==> config.mk <==
export PLATFORM = sky130hd
export DESIGN_NAME = st_channel_adapter
export DESIGN_NICKNAME = d
export VERILOG_FILES = /design/src/rtl/st_adapter_pkg.sv /design/src/rtl/st_skid_buffer.sv /design/src/rtl/st_channel_adapter.sv
export SDC_FILE = /design/constraint.sdc
export NUM_CORES = 1
export LEC_CHECK = 0
export BUFFER_PORTS_ARGS = -buffer_cell sky130_fd_sc_hd__buf_4
export CELL_PAD_IN_SITES_DETAIL_PLACEMENT = 0
export CELL_PAD_IN_SITES_GLOBAL_PLACEMENT = 2
export CORE_MARGIN = 3
export CORE_UTILIZATION = 35
export DETAILED_ROUTE_END_ITERATION = 8
export PLACE_DENSITY_LB_ADDON = 0.1
export SYNTH_ARGS = -nofsm -noshare
export SYNTH_HDL_FRONTEND = slang
export SYNTH_HIERARCHICAL = 1
export SYNTH_SLANG_ARGS = --single-unit
==> constraint.sdc <==
create_clock -name clk -period 2.1 [get_ports clk]
set_input_delay 0 -clock clk [delete_from_list [all_inputs] [get_ports clk]]
set_output_delay 0 -clock clk [all_outputs]
set_load 0.05 [all_outputs]
==> src/rtl/st_adapter_pkg.sv <==
// Shared types and helpers for the Avalon-ST channel adapter and its skid buffer.
package st_adapter_pkg;

    typedef enum logic [1:0] {
        IDLE = 2'd0,
        PASS = 2'd1,
        DROP = 2'd2
    } state_t;

    // Framing tag carried by every skid entry; eop sits at bit 0 of a packed entry.
    typedef struct packed {
        logic sop;
        logic eop;
    } skid_tag_t;

    localparam int TAG_W = $bits(skid_tag_t);
    localparam int SAT_W = 32;

    function automatic logic [SAT_W-1:0] satInc(input logic [SAT_W-1:0] value,
                                                input logic [SAT_W-1:0] maxValue);
        return (value >= maxValue) ? value : value + 32'd1;
    endfunction

endpackage

==> src/rtl/st_skid_buffer.sv <==
// Two-entry skid buffer with registered push-side ready; ready drops only when both entries are full.
// i_markTail sets bit 0 of the most recently pushed entry if that entry survives this cycle's pop.
module st_skid_buffer
    import st_adapter_pkg::*;
#(
    parameter int W = 8
) (
    input  logic         clk,
    input  logic         reset,
    input  logic         i_pushValid,
    input  logic [W-1:0] i_pushData,
    output logic         o_pushReady,
    output logic         o_popValid,
    output logic [W-1:0] o_popData,
    input  logic         i_popReady,
    input  logic         i_markTail
);

    logic [W-1:0] r_mem [2];
    logic         r_wrPtr;
    logic         r_rdPtr;
    logic [1:0]   r_count;
    logic         r_pushReady;

    logic         w_push;
    logic         w_pop;
    logic         w_tailStays;
    logic         w_tailPtr;
    logic [1:0]   w_countNext;

    assign w_push      = i_pushValid && r_pushReady;
    assign w_pop       = (r_count != 2'd0) && i_popReady;
    assign w_tailPtr   = ~r_wrPtr;
    assign w_tailStays = (r_count == 2'd2) || ((r_count == 2'd1) && !w_pop);

    always_comb begin
        w_countNext = r_count;
        if (w_push && !w_pop) begin
            w_countNext = r_count + 2'd1;
        end else if (!w_push && w_pop) begin
            w_countNext = r_count - 2'd1;
        end
    end

    // Push and mark never collide: the tail slot is always the one behind the write pointer.
    always_ff @(posedge clk) begin
        if (reset) begin
            r_mem[0]    <= '0;
            r_mem[1]    <= '0;
            r_wrPtr     <= 1'b0;
            r_rdPtr     <= 1'b0;
            r_count     <= 2'd0;
            r_pushReady <= 1'b0;
        end else begin
            if (w_push) begin
                r_mem[r_wrPtr] <= i_pushData;
                r_wrPtr        <= ~r_wrPtr;
            end
            if (i_markTail && w_tailStays) begin
                r_mem[w_tailPtr][0] <= 1'b1;
            end
            if (w_pop) begin
                r_rdPtr <= ~r_rdPtr;
            end
            r_count     <= w_countNext;
            r_pushReady <= (w_countNext != 2'd2);
        end
    end

    assign o_pushReady = r_pushReady;
    assign o_popValid  = (r_count != 2'd0);
    assign o_popData   = r_mem[r_rdPtr];

endmodule

==> src/rtl/st_channel_adapter.sv <==
// Avalon-ST channel adapter: per-packet channel latch, out-of-range packet drop, 2-entry skid output.
// Defining ST_CHANNEL_ADAPTER_PKTCHK_EN adds strict framing checks and the err_count port.
module st_channel_adapter
    import st_adapter_pkg::*;
#(
    parameter int DATA_W       = 8,
    parameter int IN_CHAN_W    = 1,
    parameter int OUT_CHAN_W   = 8,
    parameter int MAX_CHAN     = 1,
    parameter int USE_IN_CHAN  = 1,
    parameter int DEFAULT_CHAN = 0,
    parameter int CNT_W        = 16
) (
    input  logic                  clk,
    input  logic                  reset,
    output logic                  in_ready,
    input  logic                  in_valid,
    input  logic [DATA_W-1:0]     in_data,
    input  logic [IN_CHAN_W-1:0]  in_channel,
    input  logic                  in_startofpacket,
    input  logic                  in_endofpacket,
    input  logic                  out_ready,
    output logic                  out_valid,
    output logic [DATA_W-1:0]     out_data,
    output logic [OUT_CHAN_W-1:0] out_channel,
    output logic                  out_startofpacket,
    output logic                  out_endofpacket,
    output logic [CNT_W-1:0]      drop_count
`ifdef ST_CHANNEL_ADAPTER_PKTCHK_EN
    ,
    output logic [CNT_W-1:0]      err_count
`endif
);

    localparam int CMP_W   = (IN_CHAN_W > OUT_CHAN_W) ? IN_CHAN_W : OUT_CHAN_W;
    localparam int ENTRY_W = DATA_W + OUT_CHAN_W + TAG_W;
    localparam logic [SAT_W-1:0] CNT_MAX = SAT_W'({CNT_W{1'b1}});

    if (OUT_CHAN_W < 32 && (MAX_CHAN >> OUT_CHAN_W) != 0) begin : g_badMaxChan
        $error("st_channel_adapter: MAX_CHAN does not fit in OUT_CHAN_W");
    end

    state_t                r_state;
    logic [OUT_CHAN_W-1:0] r_chan;
    logic [CNT_W-1:0]      r_dropCount;

    logic                  w_accept;
    logic                  w_decide;
    logic                  w_keep;
    logic                  w_orphan;
    logic                  w_restart;
    logic                  w_push;
    logic                  w_markTail;
    logic                  w_chanOk;
    logic [CMP_W-1:0]      w_chanWide;
    logic [OUT_CHAN_W-1:0] w_newChan;
    skid_tag_t             w_tag;
    logic [ENTRY_W-1:0]    w_pushEntry;
    logic [ENTRY_W-1:0]    w_popEntry;

    assign w_accept   = in_valid && in_ready;
    assign w_chanWide = (USE_IN_CHAN != 0) ? CMP_W'(in_channel) : CMP_W'(DEFAULT_CHAN);
    assign w_chanOk   = (w_chanWide <= CMP_W'(MAX_CHAN));
    assign w_newChan  = OUT_CHAN_W'(w_chanWide);

    // Classify each accepted beat: new packet decision, mid-packet forward, or discard.
    always_comb begin
        w_decide  = 1'b0;
        w_keep    = 1'b0;
        w_orphan  = 1'b0;
        w_restart = 1'b0;
        if (w_accept) begin
            case (r_state)
                IDLE: begin
`ifdef ST_CHANNEL_ADAPTER_PKTCHK_EN
                    if (in_startofpacket) begin
                        w_decide = 1'b1;
                    end else begin
                        w_orphan = 1'b1;
                    end
`else
                    w_decide = 1'b1;
`endif
                end
                PASS: begin
                    if (in_startofpacket) begin
                        w_decide  = 1'b1;
                        w_restart = 1'b1;
                    end else begin
                        w_keep = 1'b1;
                    end
                end
                DROP: begin
                    if (in_startofpacket) begin
                        w_decide  = 1'b1;
                        w_restart = 1'b1;
                    end
                end
                default: begin
                    w_decide = 1'b0;
                end
            endcase
        end
    end

    assign w_push      = (w_decide && w_chanOk) || w_keep;
    assign w_tag       = '{sop: w_decide, eop: in_endofpacket};
    assign w_pushEntry = {in_data, (w_decide ? w_newChan : r_chan), w_tag};

`ifdef ST_CHANNEL_ADAPTER_PKTCHK_EN
    assign w_markTail = w_restart && (r_state == PASS);
`else
    assign w_markTail = 1'b0;
`endif

    always_ff @(posedge clk) begin
        if (reset) begin
            r_state     <= IDLE;
            r_chan      <= '0;
            r_dropCount <= '0;
        end else if (w_accept) begin
            if (w_decide) begin
                if (w_chanOk) begin
                    r_chan  <= w_newChan;
                    r_state <= in_endofpacket ? IDLE : PASS;
                end else begin
                    r_dropCount <= CNT_W'(satInc(SAT_W'(r_dropCount), CNT_MAX));
                    r_state     <= in_endofpacket ? IDLE : DROP;
                end
            end else if (in_endofpacket) begin
                r_state <= IDLE;
            end
        end
    end

`ifdef ST_CHANNEL_ADAPTER_PKTCHK_EN
    logic [CNT_W-1:0] r_errCount;

    // Orphan beats and restarts are framing errors; both can only occur on accepted beats.
    always_ff @(posedge clk) begin
        if (reset) begin
            r_errCount <= '0;
        end else if (w_orphan || w_restart) begin
            r_errCount <= CNT_W'(satInc(SAT_W'(r_errCount), CNT_MAX));
        end
    end

    assign err_count = r_errCount;
`endif

    st_skid_buffer #(
        .W(ENTRY_W)
    ) u_skid (
        .clk        (clk),
        .reset      (reset),
        .i_pushValid(w_push),
        .i_pushData (w_pushEntry),
        .o_pushReady(in_ready),
        .o_popValid (out_valid),
        .o_popData  (w_popEntry),
        .i_popReady (out_ready),
        .i_markTail (w_markTail)
    );

    assign out_data          = w_popEntry[ENTRY_W-1 -: DATA_W];
    assign out_channel       = w_popEntry[TAG_W +: OUT_CHAN_W];
    assign out_startofpacket = w_popEntry[1];
    assign out_endofpacket   = w_popEntry[0];
    assign drop_count        = r_dropCount;

endmodule
==> summary.md <==
First-pass iteration count of the detailed router: 4. The switching part of the total power was 37.4%; the count of cells along the worst register-to-register path was 4. Dividing the detail-routed wire length by the instance count gives 12.2 µm. The total overflow left after global routing is 0. The number of buffers and inverters on the critical path is 0. Top cell family by delay on the critical path: simple AND/OR/NAND/NOR gates.

The later pin in the worst-skew pair is clocked with a latency of 290 ps. The die is 84.1 µm tall. Global routing used 11.2% of the available tracks. The detailed router finished its first iteration with 26 violations.

The tightest min-delay check is of the in -> reg type. The main combinational cell family by area after synthesis is simple AND/OR/NAND/NOR gates. The tools report the power after layout as 2.87 mW.

The netlist uses 36 different library cells. The worst setup path is captured at a flop. In the final design database the tool counted 248 nets. The tools report the number of hold-slack violations in the final timing report as 0. Across all layers, the routed design uses 1303 vias. Maximum fanout along the worst path: 17.

The share of total power dissipated in sequential elements is 38.1%. Entering global routing, the biggest net connects 20 pins. The flow ran to the end, and the final reports show no timing, DRC or antenna violations. Combinational share of power: 40.1%. The total core area is 5710 µm², and the total of warnings raised by yosys is 6. In the routed layout, each cell is associated on average with a via count of 4.30.

The data arrival at the endpoint of the critical path was 1610 ps; the number of enable flip-flop cells after synthesis was 34. In this run, CTS created clock tree buffers numbering 5. The wire length of the first global-routing pass is 6230 µm, and the total die area is 7070 µm².

Count of buffers from port buffering: 34. Of the total synthesized cell area, the portion taken by XOR and XNOR cells is 1.64%. Along the worst hold path, the cell count comes to 2. The path with the worst hold slack has its endpoint at u_skid/r_count[0]$_SDFF_PP0_. The tools report the number of ports placed on the die boundary as 51.

The post-synthesis mux area share works out to 10.6%. Final count of pins violating max slew: 0. Traced cell by cell, the critical path runs through and2_4, nand2_2, nor2_1, or2_2. At the end of routability-driven placement, the weighted congestion stood at 0.758. The logs give 1.07 mW for the net switching power and 46.7% for the core utilization of the finished layout. The logs give 430 ps for the setup slack after layout and 1.80 mW for the internal power contribution. The startpoint identified for the worst hold timing path is reset. The library cell used most frequently in the layout, excluding fill and tap cells, is sky130_fd_sc_hd__buf_4. The final critical path takes up 79.5% of the cycle.

Dividing total power by cell area gives a power density of 1080 nW/µm². In this run, placement finished with an instance count of 286. In the layout the commonest cells are 37 x sky130_fd_sc_hd__buf_4, 34 x sky130_fd_sc_hd__and2_1, 34 x sky130_fd_sc_hd__edfxtp_1. The run gives 1.13 nW as the leakage power of the design. Post-CTS setup-driven buffer insertion count: 0. Clock tree synthesis found a total of 44 sinks. In this run the clock root is driven by a sky130_fd_sc_hd__clkbuf_8.

The HPWL after detailed placement is 2580 µm. The final critical-path required period was 1670 ps. The H-tree was split into 2 levels. The highest clock rate was 599 MHz. Among all flip-flop cells after synthesis, the most frequent one is sky130_fd_sc_hd__edfxtp_1. The count of standard-cell rows is 27.

The fraction of registers with async set/reset came out at 0%. The relative area change from synthesis to final layout came out at 24.9%. The startpoint identified for the worst register-to-register timing path is u_skid/o_pushReady$_SDFF_PP0_. The synthesized area per cell was 12.6 µm². Setup repair after global routing left no endpoint under its margin.

Summed over all layers, the routed wires come to 3690 µm. The worst reg-to-reg setup slack is 430 ps. The number of global-route vias before repair is 1307, and the number of nets with antenna violations after routing is 0. For the post-placement setup slack, the log shows 407 ps. The largest buffer count on any clock path is 2.

The largest voltage drop on the vdd net is 0.576 mV, and the worst clock skew is 4.34 ps. The tools report the DRC violations left as 0. Complex-gate fraction of the synthesized area: 4.57%. TritonCTS built the clock tree. The tool flagged a number of max-cap violations equal to 0. In this run the number of cells on the critical path is 4. Setup violations remaining at the end of the flow were counted as 0.

The critical path is of the reg -> reg type. Number of standard cells after synthesis: 169. The endpoint identified for the worst register-to-register timing path is u_skid/r_mem[0][4]$_DFFE_PP_.

The logs give 0 ps for the final-layout setup total negative slack and 2040 ps for the endpoint required time on the critical path. The post-route netlist has 30.3% of its cells at a drive strength greater than 1. For the count of non-filler cells in the finished layout, the log shows 303. STA classifies the critical path startpoint as a flop. Sequential cells were found to cover 57.2% of the synthesized design area.

Of the total synthesized cell area, the portion taken by full adders, half adders and majority gates is 1.76%. The die is 84.1 µm wide. The initial standard-cell utilization of the core was 37.4%; the post-route cell area was 2660 µm².

0 antenna diodes ended up in the layout. The clock network power share is 21.7%, and the final hold slack is 5.80 ps. The number of antenna violations at the first check in global routing was 0. After Yosys synthesis, and, or, nand and nor cells account for 16.0% of the synthesized area. The synthesis-stage register bit count is 44. For the instance area after placement, the log shows 2470 µm². After clock tree synthesis, the clock-pin slew on the worst setup and hold paths is 80 ps.

Master of the slowest instance on the critical path: sky130_fd_sc_hd__or2_2. Worst stage delay on the critical path: 420 ps. The mapped netlist covers 2130 µm².
==> power groups by stage <==
stage               registers, mW  logic, mW  clock network (mW)
floorplan                    1.12      0.885                   0
global placement             1.11       1.14                   0
detailed placement           1.12       1.15                   0
CTS                          1.10       1.16               0.646
global route                 1.11       1.24               0.690
finish                       1.10       1.15               0.624
==> registers in the layout, indices dropped and copies added (netlist names), named ones only <==
register	cells
u_skid/r_rdPtr	1
r_state	1
u_skid/r_wrPtr	1
u_skid/o_pushReady	1
u_skid/r_count	2
r_chan	1
u_skid/r_mem	36
==> how the worst max path moves through the flow <==
stage | start | end | slack [ps]
floorplan | u_skid/o_pushReady$_SDFF_PP0_ | u_skid/r_mem[1][10]$_DFFE_PP_ | 60
global placement | u_skid/o_pushReady$_SDFF_PP0_ | u_skid/r_mem[0][14]$_DFFE_PP_ | 480
detailed placement | u_skid/o_pushReady$_SDFF_PP0_ | u_skid/r_mem[0][14]$_DFFE_PP_ | 410
CTS | u_skid/o_pushReady$_SDFF_PP0_ | u_skid/r_mem[0][12]$_DFFE_PP_ | 390
global route | u_skid/o_pushReady$_SDFF_PP0_ | u_skid/r_mem[0][6]$_DFFE_PP_ | 300
finish | u_skid/o_pushReady$_SDFF_PP0_ | u_skid/r_mem[0][4]$_DFFE_PP_ | 430
==> layout make-up <==
| cell class | instances | area, µm² |
|---|---|---|
| multi-input cells | 127 | 855 |
| well taps | 72 | 90.1 |
| flip-flops and latches | 44 | 1220 |
| inverters | 6 | 22.5 |
| repair buffers | 46 | 368 |
| clock inverters | 2 | 35.0 |
| fillers | 538 | 3050 |
| clock buffers | 6 | 72.6 |
==> per-layer routing <==
metal  part of all wire, %  global-route usage [%]  up-vias
li1                      -                       -      658
met1                    42                    13.6      605
met2                    51                    18.7       34
met3                   5.2                    3.85        6
met4                   1.2                    3.51        0
met5                     0                       0        -
==> synth_stat cells, types with 2 or more instances <==
cell,count,area share [%]
sky130_fd_sc_hd__mux2_2,17,9.0
sky130_fd_sc_hd__and2_1,34,10
sky130_fd_sc_hd__nand2b_1,4,1.2
sky130_fd_sc_hd__ha_1,3,1.8
sky130_fd_sc_hd__buf_4,16,5.6
sky130_fd_sc_hd__mux2i_1,2,0.94
sky130_fd_sc_hd__nor3_2,2,0.94
sky130_fd_sc_hd__edfxtp_1,34,48
sky130_fd_sc_hd__xnor2_1,3,1.2
sky130_fd_sc_hd__or2_2,2,0.59
sky130_fd_sc_hd__a21oi_1,2,0.47
sky130_fd_sc_hd__clkbuf_1,2,0.35
sky130_fd_sc_hd__buf_2,3,0.70
sky130_fd_sc_hd__dfxtp_1,10,9.4
sky130_fd_sc_hd__a211oi_1,2,0.70
sky130_fd_sc_hd__nand2_1,2,0.35
sky130_fd_sc_hd__nand3_1,2,0.47
sky130_fd_sc_hd__inv_1,5,0.88
sky130_fd_sc_hd__nor2_1,7,1.2
==> logic make-up after synthesis <==
group	Yosys count
and+or+nand+nor	57
DFF	44
buffers and inverters	28
muxes	20
AOI/OAI and AO/OA	12
xor gates and xnor gates	4
adders and majority gates	3
other	1
==> timing repair <==
item	4_1_cts	5_1_grt
endpoints found under the setup margin	0	0
hold endpoints to repair	15	2
gates resized for setup	0	0
hold buffers	8	1
(Power assumes the default switching activity.)
